<file path="src/rtl/if_fetch_queue.sv">
// if_fetch_queue: PC generation plus in-order prefetch queue between imem and ID
// clk, rst        clock (rising edge), asynchronous active-high reset
// branch_ctrl     00/11 sequential, 01 redirect to pc_imm, 10 redirect to pc_immrs1
// imem_req_*      fetch request channel (valid/ready), addr is the current PC
// imem_rsp_*      fetch responses, returned in request order
// id_*            queue head towards decode (valid/ready, pc, instr)
// rsp_err         sticky flag: response arrived with nothing outstanding
module if_fetch_queue #(
  parameter int XLEN = 32,
  parameter int ILEN = 32,
  parameter int FQ_DEPTH = 4,
  parameter logic [XLEN-1:0] RESET_PC = '0,
  parameter logic [ILEN-1:0] NOP_INSTR = 32'h00000013
) (
  input  logic            clk,
  input  logic            rst,
  input  logic [1:0]      branch_ctrl,
  input  logic [XLEN-1:0] pc_imm,
  input  logic [XLEN-1:0] pc_immrs1,
  output logic            imem_req_valid,
  input  logic            imem_req_ready,
  output logic [XLEN-1:0] imem_req_addr,
  input  logic            imem_rsp_valid,
  input  logic [ILEN-1:0] imem_rsp_data,
  output logic            id_valid,
  input  logic            id_ready,
  output logic [XLEN-1:0] id_pc,
  output logic [ILEN-1:0] id_instr,
  output logic            rsp_err
);
  localparam int AW = $clog2(FQ_DEPTH);
  localparam int CW = AW + 1;
  // stale requests from repeated redirects can push outstanding beyond the queue depth
  localparam int OW = AW + 3;
  logic [XLEN-1:0] pc_q, pc_d;
  logic [XLEN-1:0] qpc_q [FQ_DEPTH];
  logic [ILEN-1:0] qins_q [FQ_DEPTH];
  logic [XLEN-1:0] ppc_q [FQ_DEPTH];
  logic [AW-1:0] qwr_q, qrd_q, pwr_q, prd_q;
  logic [CW-1:0] cnt_q, cnt_d;
  logic [OW-1:0] out_q, out_d, drop_q, drop_d;
  logic [OW:0] inflight;
  logic err_q;
  logic redirect, accept, rsp_ok, drop, push, pop;
  logic [XLEN-1:0] target;
  always_comb begin
    redirect = branch_ctrl == 2'b01 || branch_ctrl == 2'b10;
    target = branch_ctrl == 2'b01 ? pc_imm : pc_immrs1;
    inflight = (OW+1)'(cnt_q) + (OW+1)'(out_q) - (OW+1)'(drop_q);
    imem_req_valid = !rst && !redirect && inflight < (OW+1)'(FQ_DEPTH);
    accept = imem_req_valid && imem_req_ready;
    rsp_ok = imem_rsp_valid && out_q != '0;
    drop = rsp_ok && drop_q != '0;
    push = rsp_ok && !drop && !redirect;
    id_valid = cnt_q != '0;
    pop = id_valid && id_ready && !redirect;
    pc_d = redirect ? target : accept ? pc_q + XLEN'(4) : pc_q;
    out_d = out_q + OW'(accept) - OW'(rsp_ok);
    drop_d = redirect ? out_q - OW'(rsp_ok) : drop_q - OW'(drop);
    cnt_d = redirect ? '0 : cnt_q + CW'(push) - CW'(pop);
    imem_req_addr = pc_q;
    id_pc = id_valid ? qpc_q[qrd_q] : '0;
    id_instr = id_valid ? qins_q[qrd_q] : NOP_INSTR;
    rsp_err = err_q;
  end
  always_ff @(posedge clk or posedge rst) begin
    if (rst) begin
      pc_q <= RESET_PC;
      cnt_q <= '0;
      out_q <= '0;
      drop_q <= '0;
      err_q <= 1'b0;
      qwr_q <= '0;
      qrd_q <= '0;
      pwr_q <= '0;
      prd_q <= '0;
    end else begin
      pc_q <= pc_d;
      cnt_q <= cnt_d;
      out_q <= out_d;
      drop_q <= drop_d;
      err_q <= err_q || (imem_rsp_valid && !rsp_ok);
      qwr_q <= redirect ? '0 : qwr_q + AW'(push);
      qrd_q <= redirect ? '0 : qrd_q + AW'(pop);
      pwr_q <= redirect ? '0 : pwr_q + AW'(accept);
      prd_q <= redirect ? '0 : prd_q + AW'(push);
    end
  end
  always_ff @(posedge clk) begin
    if (push) begin
      qpc_q[qwr_q] <= ppc_q[prd_q];
      qins_q[qwr_q] <= imem_rsp_data;
    end
    if (accept) ppc_q[pwr_q] <= pc_q;
  end
endmodule

</file>
<file path="config.mk">
export PLATFORM = sky130hd
export DESIGN_NAME = if_fetch_queue
export DESIGN_NICKNAME = d
export VERILOG_FILES = /design/src/rtl/if_fetch_queue.sv
export SDC_FILE = /design/constraint.sdc
export NUM_CORES = 1
export LEC_CHECK = 0
export ABC_AREA = 1
export BUFFER_PORTS_ARGS = -buffer_cell sky130_fd_sc_hd__buf_4
export CAP_MARGIN = 20
export CORE_UTILIZATION = 30
export CTS_BUF_LIST = sky130_fd_sc_hd__clkbuf_8
export DETAILED_ROUTE_END_ITERATION = 10
export GPL_TIMING_DRIVEN = 0
export PLACE_DENSITY_LB_ADDON = 0.08
export RECOVER_POWER = 50
export SLEW_MARGIN = 5
export SYNTH_ARGS = -nofsm -noshare
export SYNTH_HDL_FRONTEND = slang
export SYNTH_SLANG_ARGS = --single-unit
</file>
<file path="constraint.sdc">
create_clock -name clk -period 7.5 [get_ports clk]
set_clock_uncertainty 0.15 [all_clocks]
set_input_delay 1.5 -clock clk [delete_from_list [all_inputs] [get_ports clk]]
set_output_delay 1.5 -clock clk [all_outputs]
set_load 0.05 [all_outputs]
</file>
==> metrics.cfg <==
[power_and_ir_drop]
leakagePower_nw=8.86
vdd_drop_max_v=0.000132
p_total_w=0.00773
power_density_nw_per_um2=334

[clocking]
post-cts-setup-buffers=0
cts_tree=done
cts_resized=0
cts-hold-fix-buffers=0
clk_path_buf_depth=3
cts.sinks=438
clock_latency_ps=640
root_buffer=clkbuf_8
clk_pin_slew_ps=50
cts_max_level=3
cts_buffers=80

[die]
die_x_um=252
start_util=0.304
io_pins=202
core_area_um2=61800
dieArea_um2=63700
core.rowCount=91
die_h_um=252

[synthesis]
synth_edf_count=384
ys_async_sr_fraction=0.123
syn_area_um2=18800
synth_seq_cells=438
synth_ff_type=edfxtp_1
ys_top_cells_by_count=440 x nor2_1, 384 x edfxtp_1, 228 x o21ai_0
syn_area_per_cell_um2=10.9
ys_types=34
syn_inst=1726
synth_area_leaders=edfxtp_1 61%, nor2_1 8.8%, dfrtp_1 7.2%, o21ai_0 6.1%, nand2_1 4.3%
syn-num-nets=1859
synth_top_area_frac=0.613
ys_seq_area_frac=0.685
yosysWarnings=0
synth.most_common_cell=nor2_1
synth_top_area_cell=edfxtp_1

[worst_setup_path]
cp_max_fo=10
cp-end-kind=output port
cp_slowest_cell=clkbuf_1
cp_common_cell=nand2_1
crit_required_ps=5850
arrival_ps=3140
path_cells=clkbuf_4 > inv_1 > ha_1 > clkbuf_1 > nand2_1 > nor2_1 > nand2_1 > nor2_1 > and2_2 > nand2_1 > inv_1 > buf_4
worst_setup_path_start_kind=input pin
slowest_delay_ps=470
crit_type=in2out

[sta]
period_needed_ps=4790
fin_ws_ps=2710
worstMarginPinSlew_ps=930
slew_headroom=0.377
hold_viol=0
fin_setup_tns_ps=0
setup_viol=0
final_max_slew_viol_count=0
fin_crit_sh=0.639
grt_setup_unrepaired=no
max_freq_mhz=209

[detailed_routing]
firstDrtPassIters=5
drtIter0Drc=714
vias=13500
drc=0
wl_per_cell_um=18.8
drt-total-wl_um=55400
avgViaCountPerCell=4.58
postRouteAntennaNets=0

[global_routing]
grt_max_degree=56
overflow=0
grt_pass1_wl_um=83300
track_usage=0.175
grt_pass1_vias=13900
antenna_found_initial=0

[final_layout]
diodes=0
seqCellArea_um2=12900
nNetsFinal=2177
multiInputGateArea_um2=5280
drive_gt1_frac=0.155
fillers=6197
area_growth_pct=23.0

[place]
gp_congestion=0.811
pre_cts_slack_ps=2490
io_buffers=201
dp_hpwl_um=38200

[hold_path]
hold_class=reg2reg

[status]
status=completed

[job]
drv_cap=0

## flip-flops by register name (all words and copies together), names as in the netlist
signal,cells
cnt_q,3
drop_q,5
imem_req_addr,32
out_q,5
ppc_q,128
prd_q,2
pwr_q,2
qins_q,128
qpc_q,128
qrd_q,2
qwr_q,2
rsp_err,1
## final cells by class
cell class / count / area share
Buffer: 90 / 0.0157
Timing Repair Buffer: 236 / 0.0756
Clock buffer: 87 / 0.0518
Clock inverter: 58 / 0.0140
Inverter: 72 / 0.0117
Sequential cell: 438 / 0.557
Tap cell: 837 / 0.0453
Multi-Input combinational cell: 1126 / 0.228
## per-layer routing
metal / GRT usage / vias up / wire length, µm
li1: - / 6625 / -
met1: 0.228 / 6444 / 25200
met2: 0.295 / 346 / 26700
met3: 0.0302 / 70 / 2480
met4: 0.0539 / 0 / 1020
met5: 0 / - / 0
## cells by family (layout without fill, tap and decap cells)
kind of cell / after synthesis / count (layout) / synth area share
and+or+nand+nor: 725 / 725 / 0.151
DFF: 438 / 438 / 0.685
AOI/OAI and AO/OA: 349 / 349 / 0.0967
buffers and inverters: 162 / 543 / 0.0352
adders and majority gates: 30 / 30 / 0.0216
xor gates and xnor gates: 20 / 20 / 0.00932
muxes: 2 / 2 / 0.00107
## placed cells by master, fill, tap and decap left out, types with 3 or more instances in the layout
master     instances
o21ai_0          228
a21oi_1           74
nor3_2             6
clkbuf_1         107
ha_1              26
dfrtp_1           54
o22ai_1           37
nand3_1           53
buf_2             14
bufinv_16          3
clkinv_2           8
clkbuf_8          87
fa_1               4
nand4_1            3
inv_1             99
nor2_1           438
buf_4            177
a31oi_1            3
buf_1              7
buf_6             13
xnor2_1            5
clkinv_1          13
nand2_1          218
edfxtp_1         384
o311ai_0           3
xor2_1            15
buf_12             4
## where the power goes
part           leakage, nW  total (W)  switching, W  internal, W
registers             4.14    0.00313      0.000256      0.00288
logic                 3.83    0.00242       0.00175     0.000674
clock network        0.892    0.00217       0.00100      0.00117
total                 8.86    0.00773       0.00301      0.00472
## metrics by stage
| stage | hold WS (ps) | std cells | area, µm² | util |
|---|---|---|---|---|
| final | 323 | 2944 | 23100 | 0.374 |
| after global routing | 357 | 2944 | 23100 | 0.374 |
| after CTS | 335 | 2944 | 23300 | 0.377 |
| after detailed placement | 323 | 2799 | 21800 | 0.352 |
| after global placement | 307 | 2764 | 21400 | 0.345 |
| after floorplan | 288 | 1726 | 18800 | - |
## final timing paths
kind | end | start | slack, ps | cells after the start
max in group asynchronous | imem_req_addr[26] | rst | 6040 | 3
setup reg to reg | out_q[4] | out_q[2] | 3190 | 18
hold / removal | rsp_err | rsp_err | 320 | 1
min in group asynchronous | qrd_q[1] | rst | 820 | 3
hold reg to reg | rsp_err | rsp_err | 320 | 1
setup / recovery | imem_req_valid | branch_ctrl[1] | 2710 | 12
## critical path: cells and delay by family
| kind | cells | cell delay (ps) |
|---|---|---|
| adder cells (fa/ha/maj) | 1 | 260 |
| buffers and inverters | 5 | 820 |
| AND/OR/NAND/NOR | 6 | 550 |
Note: power is estimated with default switching activity, not from simulation.
